**config.mk**
```make
export PLATFORM = sky130hd
export DESIGN_NAME = cmd_bus_scheduler
export DESIGN_NICKNAME = d
export VERILOG_FILES = /design/src/rtl/cmd_sched_pkg.sv /design/src/rtl/cmd_sched_starve_ctr.sv /design/src/rtl/cmd_bus_scheduler.sv
export SDC_FILE = /design/constraint.sdc
export NUM_CORES = 1
export LEC_CHECK = 0
export CAP_MARGIN = 30
export CORE_AREA = 2 2 123 125
export DETAILED_ROUTE_END_ITERATION = 8
export DIE_AREA = 0 0 125 127
export PLACE_DENSITY_LB_ADDON = 0.12
export RECOVER_POWER = 25
export SLEW_MARGIN = 20
export SYNTH_ARGS = -nofsm -noshare
export SYNTH_HDL_FRONTEND = slang
export SYNTH_SLANG_ARGS = --single-unit
export TNS_END_PERCENT = 5
```
**constraint.sdc**
```tcl
create_clock -name i_clk -period 12.6 [get_ports i_clk]
set_input_delay 3.15 -clock i_clk [delete_from_list [all_inputs] [get_ports i_clk]]
set_output_delay 3.15 -clock i_clk [all_outputs]
set_load 0.05 [all_outputs]
```
**src/rtl/cmd_sched_pkg.sv**
```systemverilog
// -----------------------------------------------------------------------------
// cmd_sched_pkg
// Shared constants and types for the DRAM command-bus scheduler.
//   NUM_BANKS_DEF / PTR_WIDTH_DEF / CMD_WIDTH_DEF : default geometry
//   bank_idx_t  : bank index at the default pointer width
//   cmd_slot_t  : one output-register entry {valid, bank, cmd} at default widths
// -----------------------------------------------------------------------------
package cmd_sched_pkg;

  localparam int NUM_BANKS_DEF = 8;
  localparam int PTR_WIDTH_DEF = 3;
  localparam int CMD_WIDTH_DEF = 32;

  typedef logic [PTR_WIDTH_DEF-1:0] bank_idx_t;

  typedef struct packed {
    logic                     valid;
    bank_idx_t                bank;
    logic [CMD_WIDTH_DEF-1:0] cmd;
  } cmd_slot_t;

endpackage

```
**src/rtl/cmd_sched_starve_ctr.sv**
```systemverilog
// -----------------------------------------------------------------------------
// cmd_sched_starve_ctr
// Per-bank saturating wait counters and the resulting urgent vector. Used by
// cmd_bus_scheduler only when CMD_SCHED_STARVE_EN is defined.
//   i_clk       : clock, rising edge
//   i_rst       : synchronous active-high reset, clears all counters
//   i_req_valid : per-bank command pending
//   i_grant     : per-bank grant issued this cycle (one-hot or zero)
//   o_urgent    : per-bank wait count has reached LIMIT
// -----------------------------------------------------------------------------
module cmd_sched_starve_ctr
  import cmd_sched_pkg::*;
#(
  parameter int NUM_BANKS = NUM_BANKS_DEF,
  parameter int CNT_WIDTH = 4,
  parameter int LIMIT     = 12
) (
  input  logic                 i_clk,
  input  logic                 i_rst,
  input  logic [NUM_BANKS-1:0] i_req_valid,
  input  logic [NUM_BANKS-1:0] i_grant,
  output logic [NUM_BANKS-1:0] o_urgent
);

  logic [CNT_WIDTH-1:0] r_wait [NUM_BANKS];

  // NOTE: this counter array is cleared on reset on purpose; a stale count
  // would make a bank urgent right after reset and skew arbitration.
  always_ff @(posedge i_clk) begin
    if (i_rst) begin
      for (int b = 0; b < NUM_BANKS; b++) r_wait[b] <= '0;
    end else begin
      for (int b = 0; b < NUM_BANKS; b++) begin
        if (!i_req_valid[b] || i_grant[b]) begin
          r_wait[b] <= '0;
        end else if (r_wait[b] != '1) begin
          r_wait[b] <= r_wait[b] + 1'b1;
        end
      end
    end
  end

  always_comb begin
    for (int b = 0; b < NUM_BANKS; b++) begin
      o_urgent[b] = (r_wait[b] >= CNT_WIDTH'(LIMIT));
    end
  end

endmodule

```
**src/rtl/cmd_bus_scheduler.sv**
```systemverilog
// -----------------------------------------------------------------------------
// cmd_bus_scheduler
// Round-robin scheduler sharing the single DRAM command bus among per-bank
// command queues. One winner per cycle, scanning from a rotating pointer, is
// captured into a one-entry output register that drives the command bus.
// Optional macro CMD_SCHED_STARVE_EN adds per-bank wait counters; banks that
// have waited STARVE_LIMIT cycles are arbitrated ahead of the others.
//   i_clk         : clock, rising edge
//   i_rst         : synchronous active-high reset (drops any held command)
//   i_req_valid   : per-bank command pending
//   i_req_cmd     : bank b payload at [b*CMD_WIDTH +: CMD_WIDTH]
//   o_req_ready   : one-hot (or zero) grant; consumes the granted bank's command
//   i_bus_blocked : timing stall, suppresses new grants only
//   o_cmd_valid   : output register holds a command
//   o_cmd         : granted payload
//   o_cmd_bank    : bank index of o_cmd
//   i_cmd_ready   : downstream accepts o_cmd this cycle
// -----------------------------------------------------------------------------
module cmd_bus_scheduler
  import cmd_sched_pkg::*;
#(
  parameter int NUM_BANKS        = NUM_BANKS_DEF,
  parameter int PTR_WIDTH        = PTR_WIDTH_DEF,
  parameter int CMD_WIDTH        = CMD_WIDTH_DEF,
  parameter int STARVE_CNT_WIDTH = 4,
  parameter int STARVE_LIMIT     = 12
) (
  input  logic                           i_clk,
  input  logic                           i_rst,
  input  logic [NUM_BANKS-1:0]           i_req_valid,
  input  logic [NUM_BANKS*CMD_WIDTH-1:0] i_req_cmd,
  output logic [NUM_BANKS-1:0]           o_req_ready,
  input  logic                           i_bus_blocked,
  output logic                           o_cmd_valid,
  output logic [CMD_WIDTH-1:0]           o_cmd,
  output logic [PTR_WIDTH-1:0]           o_cmd_bank,
  input  logic                           i_cmd_ready
);

  // Parameter sanity: the pointer relies on natural overflow to wrap.
  if (NUM_BANKS != (1 << PTR_WIDTH)) begin : g_bad_geometry
    $error("cmd_bus_scheduler: NUM_BANKS must equal 2**PTR_WIDTH");
  end
  if (STARVE_LIMIT >= (1 << STARVE_CNT_WIDTH)) begin : g_bad_starve_limit
    $error("cmd_bus_scheduler: STARVE_LIMIT must be < 2**STARVE_CNT_WIDTH");
  end

  typedef struct packed {
    logic                 valid;
    logic [PTR_WIDTH-1:0] bank;
    logic [CMD_WIDTH-1:0] cmd;
  } slot_t;

  slot_t                r_slot;
  logic [PTR_WIDTH-1:0] r_rr_ptr;

  logic [NUM_BANKS-1:0] w_cand;
  logic                 w_found;
  logic [PTR_WIDTH-1:0] w_win;
  logic                 w_can_load;
  logic                 w_load;
  logic [CMD_WIDTH-1:0] w_win_cmd;

`ifdef CMD_SCHED_STARVE_EN
  logic [NUM_BANKS-1:0] w_urgent;
  logic [NUM_BANKS-1:0] w_urgent_valid;

  cmd_sched_starve_ctr #(
    .NUM_BANKS (NUM_BANKS),
    .CNT_WIDTH (STARVE_CNT_WIDTH),
    .LIMIT     (STARVE_LIMIT)
  ) u_starve_ctr (
    .i_clk       (i_clk),
    .i_rst       (i_rst),
    .i_req_valid (i_req_valid),
    .i_grant     (o_req_ready),
    .o_urgent    (w_urgent)
  );

  // Urgent banks, when any are pending, restrict the candidate set; the
  // round-robin scan below is unchanged.
  assign w_urgent_valid = i_req_valid & w_urgent;
  assign w_cand         = (|w_urgent_valid) ? w_urgent_valid : i_req_valid;
`else
  assign w_cand = i_req_valid;
`endif

  // First candidate at or after the pointer, modulo NUM_BANKS.
  // NOTE: every variable driven here gets a default before the loop, so no
  // path leaves it unassigned and no latch is inferred.
  always_comb begin
    w_found = 1'b0;
    w_win   = '0;
    for (int i = 0; i < NUM_BANKS; i++) begin
      if (!w_found && w_cand[r_rr_ptr + PTR_WIDTH'(i)]) begin
        w_found = 1'b1;
        w_win   = r_rr_ptr + PTR_WIDTH'(i);
      end
    end
  end

  // Blocking only gates new grants; the held command can still drain.
  assign w_can_load  = !i_rst && !i_bus_blocked && (!r_slot.valid || i_cmd_ready);
  assign w_load      = w_can_load && w_found;
  assign o_req_ready = w_load ? (NUM_BANKS'(1) << w_win) : '0;
  assign w_win_cmd   = i_req_cmd[int'(w_win)*CMD_WIDTH +: CMD_WIDTH];

  // NOTE: sequential state uses non-blocking assignments so every register
  // samples pre-edge values regardless of statement order.
  always_ff @(posedge i_clk) begin
    if (i_rst) begin
      r_slot   <= '0;
      r_rr_ptr <= '0;
    end else if (w_load) begin
      // Covers simultaneous drain + load: the old entry is overwritten.
      r_slot   <= '{valid: 1'b1, bank: w_win, cmd: w_win_cmd};
      r_rr_ptr <= w_win + 1'b1;
    end else if (i_cmd_ready) begin
      r_slot.valid <= 1'b0;
    end
  end

  assign o_cmd_valid = r_slot.valid;
  assign o_cmd       = r_slot.cmd;
  assign o_cmd_bank  = r_slot.bank;

endmodule

```
==> results of run 1 <==
power groups by stage:
stage | Combinational, W | Clock [W] | Sequential [W]
2_1_floorplan | 0.00106 | 0 | 0.000391
3_3_place_gp | 0.00169 | 0 | 0.000233
3_5_place_dp | 0.00170 | 0 | 0.000236
4_1_cts | 0.00171 | 0.000129 | 0.000234
5_1_grt | 0.00184 | 0.000134 | 0.000229
6_report | 0.00172 | 0.000127 | 0.000223
flip-flops by register name, summed over array words and instances, names as in the netlist:
register,cells
o_cmd,32
o_cmd_bank,3
r_rr_ptr,3
o_cmd_valid,1
stage by stage:
stage          setup WS [ns]  hold WS (ns)  power (W)  util (%)  cells
6_report               2.028        0.4532   0.002074     57.49   1024
2_1_floorplan          3.298        0.6735   0.001447         -    556
5_1_grt                1.839        0.4816   0.002199     57.49   1024
4_1_cts                2.038        0.4560   0.002072     57.25   1021
3_5_place_dp           2.043        0.4419   0.001940     56.27   1013
3_3_place_gp           2.209        0.4367   0.001922     56.27   1013
worst register-to-register path: cells and delay by family, from the launching register on:
family	cells	cell delay, ns
compound gates	3	1.09
fa+ha+maj	1	0.67
buf+inv	3	1.87
flops	1	0.81
mux	3	1.23
simple gates	2	0.51
cell type report:
type / count / area (um^2)
Inverter: 7 / 26.28
Antenna cell: 1 / 2.502
Sequential cell: 39 / 782.0
Tap cell: 184 / 230.2
Clock inverter: 2 / 12.51
Clock buffer: 6 / 128.9
Timing Repair Buffer: 322 / 3212
Multi-Input combinational cell: 463 / 3897
Fill cell: 1325 / 6132
kinds of logic after synthesis:
logic type	after synthesis
mux	156
buf+inv	54
xor+xnor	4
simple gates	140
flops	39
compound gates	159
fa+ha+maj	4
synth_stat cells (all sizes together), types with 6 or more instances:
library cell | n | area share (%)
mux2i | 120 | 25
nand2 | 45 | 3.5
and2 | 40 | 5.1
dfxtp | 39 | 16
a221oi | 36 | 6.5
clkbuf | 25 | 1.9
mux2 | 25 | 5.8
buf | 22 | 2.8
nor2b | 21 | 2.7
o211ai | 19 | 2.9
a32o | 18 | 3.7
o21ai | 17 | 1.7
nor2 | 16 | 1.2
o31ai | 16 | 2.5
a22o | 15 | 2.7
mux4 | 11 | 5.1
a211oi | 7 | 1.3
a21oi | 7 | 0.72
inv | 7 | 0.54
nand3 | 6 | 0.62
nor3 | 6 | 0.62
metal layers:
metal	wire, um	vias to the layer above	GRT usage, %
li1	-	2758	-
met1	9452	2732	34.35
met2	11140	224	46.23
met3	1397	29	4.983
met4	531	0	7.386
met5	0	-	0
final timing paths:
path	start	end	slack [ns]	cells past startpoint
max	i_req_valid[4]	o_req_ready[7]	2.03	11
min	o_cmd_bank[0]	o_cmd_bank[0]	0.45	2
max reg2reg	r_rr_ptr[1]	o_cmd[25]	6.36	12
min reg2reg	o_cmd_bank[0]	o_cmd_bank[0]	0.45	2
==> impl_metrics.ini, run 1 <==
[clock_tree]
worstSkewPairLatency_ns = 0.28
cts_max_level = 2
clock_path_buffers = 2
ctsResizeCount = 0
cts_made_buffers = 5
cts_sinks = 39
tritoncts = built
clock-root-buffer = clkbuf_16
clkSlewWorstSetupHoldPaths_ns = 0.06
cts_setup_buffers = 0
hold_buffers = 0

[synth]
syn_area_um2 = 4877
synth_cells = 556
synth_top_family_by_area = multiplexers
synth_xor_area_share_pct = 0.7183
synth_area_per_cell_um2 = 8.772
async_flop_share_pct = 0
synth.mux.area_fraction_pct = 35.48
synth_compound_area_share_pct = 26.50
synth_edf_count = 0
ys.flop_type = dfxtp_1
yosysSeqAreaShare_pct = 16.01
ys_warn_count = 0
synthAdderAreaFrac_pct = 1.026
ys_ff_latch = 39
syn_nets = 828
ys_types = 51
synth_simple_gate_area_share_pct = 14.96

[setup_path]
worst-setup-path-type = in -> out
crit_buf_inv = 3
critPathRequiredTime_ns = 9.45
slowest_delay_ns = 0.81
critPathCaptureType = primary output
crit_chain = clkdlybuf4s50_1 -> mux4_2 -> mux2_2 -> nor4_4 -> nand2_1 -> nor3_1 -> nor2_1 -> inv_1 -> ha_1 -> and2_1 -> clkdlybuf4s50_1
start_kind = input pin
critPathMaxFanout = 8
crit_family = simple AND/OR/NAND/NOR gates
cpMostUsedCell = clkdlybuf4s50_1
cp_slowest_cell = clkdlybuf4s50_1
crit_arrival_ns = 7.42

[routing]
viasPerCell = 5.608
routedWlPerCell_um = 21.99
drt_first_pass_iters = 5
via_count = 5743
drtAntennaViolNets = 0
wirelength_um = 22520
drc = 0
drt-initial-drc-count = 376

[floorplanning]
dieArea_um2 = 15880
core_um2 = 14420
die_y_um = 127
io_pins = 312
num_rows = 44
start_util_pct = 33.81
chipWidth_um = 125

[power_and_ir_drop]
power.share.clock_pct = 6.1
pwr-share-comb_pct = 83.2
leakage_nw = 3.152
vdd_drop_max_mv = 0.2272
p_int_w = 0.0009737
swShare_pct = 53.04
p_seq_share_pct = 10.7
p_switching_w = 0.001100
powerDensity_nw_per_um2 = 250.1

[run]
max_cap_viol_count = 0

[finish]
postLayoutCellArea_um2 = 8292
drive_gt1_share_pct = 7.867
syn_to_final_growth_pct = 70.01
final_common_cell = clkdlybuf4s50_1
layout.nets = 1110
final_cell_mix = clkdlybuf4s50_1 (291), mux2i_1 (120), nand2_1 (45), and2_1 (40), dfxtp_1 (38)

[timing]
drv_slew = 0
fin_crit_ns = 10.57
clock.fmax_mhz = 94.59
fin_tns_setup_ns = 0
grt_setup_unrepaired = false
finalSetupViolCount = 0
finalHoldViolCount = 0
min_period_over_period_pct = 83.91
tightest_slew_ns = 0.9710
finalClockSkew_ns = 0.004348
max-slew-margin-rel_pct = 35.26

[min_path]
hold_class = reg -> reg

[placed_design]
placed_area_um2 = 8117
gp_congestion = 0.9147
dp_hpwl_um = 18040
port_buffers = 311

[grt]
antenna_found_initial = 1
grt_start_max_net_pins = 59
grtUsageTotal_pct = 26.76
grt_pass1_vias = 5704
grt_pass1_wl_um = 33690
overflow = 0

[run_status]
outcome = finished, final reports clean
(Power assumes the default switching activity.)
==> run 2: changes to the inputs <==
Settings changed: CORE_AREA 2 2 123 125 to 2 2 120 122, DIE_AREA 0 0 125 127 to 0 0 122 124.
Clock period 12.6 ns to 11 ns, I/O delays scaled along.
==> run 2 against run 1 <==
Compared with the run above:
- critical path depth shrank 2
- clock power up 13%
- non-clock buffer count increased by 1
- first-iteration DRC count is 11% lower
- combinational power up 15%
- utilization grew 2.9 points
- count of clock-buffer cells in the layout increased by 1
- setup slack worse by 0.84 ns
- final cell count down 0.29%
- via count increased by 0.84%
- global-route usage grew 0.90 points
- critical path type unchanged
==> impl_metrics.ini, run 2 (synthesized netlist as in run 1, its figures left out) <==
[routing]
viasPerCell = 5.672
wirelength_um = 22430
drtAntennaViolNets = 0
drt-initial-drc-count = 334
routedWlPerCell_um = 21.97
drc = 0
via_count = 5791
drt_first_pass_iters = 6

[timing]
tightest_slew_ns = 0.9687
whs_ns = 0.4486
finalHoldViolCount = 0
drv_slew = 0
fin_tns_setup_ns = 0
min_period_over_period_pct = 89.17
finalClockSkew_ns = 0.008551
finalSetupViolCount = 0
fin_crit_ns = 9.809
grt_setup_unrepaired = false
clock.fmax_mhz = 101.9
max-slew-margin-rel_pct = 35.22
fin_ws_ns = 1.191

[power_and_ir_drop]
powerDensity_nw_per_um2 = 284.9
vdd_drop_max_mv = 0.1740
leakage_nw = 3.159

[floorplanning]
core_um2 = 13720
die_y_um = 124
dieArea_um2 = 15130
io_pins = 312
chipWidth_um = 122
num_rows = 43
start_util_pct = 35.55

[clock_tree]
cts_made_buffers = 5
ctsResizeCount = 0
cts_sinks = 39
hold_buffers = 0
clock_path_buffers = 2
clock-root-buffer = clkbuf_16
clkSlewWorstSetupHoldPaths_ns = 0.06
worstSkewPairLatency_ns = 0.28
cts_max_level = 2
cts_setup_buffers = 0
tritoncts = built

[finish]
syn_to_final_growth_pct = 69.98
largest_reg_flops = 32
drive_gt1_share_pct = 7.857
layout.nets = 1111
final_cell_mix = clkdlybuf4s50_1 (291), mux2i_1 (120), nand2_1 (45), and2_1 (40), dfxtp_1 (38)
final_common_cell = clkdlybuf4s50_1
postLayoutCellArea_um2 = 8290
final_core_util_pct = 60.43

[placed_design]
port_buffers = 311
gp_congestion = 0.9094
dp_hpwl_um = 17740
dpl_worst_slack_ns = 1.237
placed_area_um2 = 8119

[setup_path]
critPathRequiredTime_ns = 8.25
cpMostUsedCell = clkdlybuf4s50_1
slowest_delay_ns = 0.82
worst-setup-path-type = in -> out
start_kind = input pin
crit_arrival_ns = 7.06
critPathCaptureType = primary output
crit_chain = clkdlybuf4s50_1 -> mux4_2 -> mux2_2 -> nor4_4 -> nand2_1 -> nor3_1 -> o211ai_1 -> nor2_1 -> clkdlybuf4s50_1
cp_slowest_cell = clkdlybuf4s50_1
critPathMaxFanout = 9

[grt]
overflow = 0
grt_start_max_net_pins = 62
antenna_found_initial = 1
grtUsageTotal_pct = 27.66
grt_pass1_wl_um = 32230
grt_pass1_vias = 5642

[run]
max_cap_viol_count = 0

[min_path]
hold_class = reg -> reg

[run_status]
outcome = finished, final reports clean
-- run 2: changes by cell type in the layout (fill, tap and decap cells not counted), sizes merged --
| cell | change |
|---|---|
| buf | +1 |
| clkbuf | +1 |
| clkinvlp | -1 |
-- run 2: metrics by stage --
stage | cells | total power [W]
detailed placement | 1010 | 0.002210
global placement | 1009 | 0.002189
CTS | 1018 | 0.002358
floorplan | 556 | 0.001658
global route | 1021 | 0.002497
finish | 1021 | 0.002362
-- run 2: area by class of cell --
| class | count | area [um^2] |
|---|---|---|
| clock inverter | 1 | 5.005 |
| antenna | 1 | 2.502 |
| timing repair buffer | 323 | 3219 |
| inverter | 7 | 26.28 |
| tap | 180 | 225.2 |
| sequential | 39 | 782.0 |
| fill | 1214 | 5429 |
| multi-input combinational | 463 | 3897 |
| clock buffer | 7 | 132.6 |
-- run 2: where the power goes --
part | internal, W | switching (W)
Clock | 0.0000840 | 0.0000594
Sequential | 0.000207 | 0.0000433
Combinational | 0.000820 | 0.00115
Total | 0.00111 | 0.00125
-- run 2: path summary, 6_finish.rpt --
kind,from,end,slack (ns),cells after the start
worst max-delay path,i_req_valid[4],o_req_ready[4],1.19,9
worst min-delay path,o_cmd[28],o_cmd[28],0.45,2
worst max register to register,r_rr_ptr[0],o_cmd[25],4.81,13
worst min register to register,o_cmd[28],o_cmd[28],0.45,2
-- run 2: metal layers --
layer	share of wire [%]	track usage, %	wire length (um)	vias to the layer above
met2	49	47.10	10900	253
met5	0	0	0	-
met4	3.2	10.85	725	0
met1	40	34.42	9054	2736
met3	7.8	5.449	1757	41
li1	-	-	-	2761
-- run 2: critical path: cells and delay by family --
kind / cells / cell delay (ns)
simple gates: 4 / 1.56
mux: 2 / 0.93
compound gates: 1 / 0.47
buf+inv: 2 / 1.33
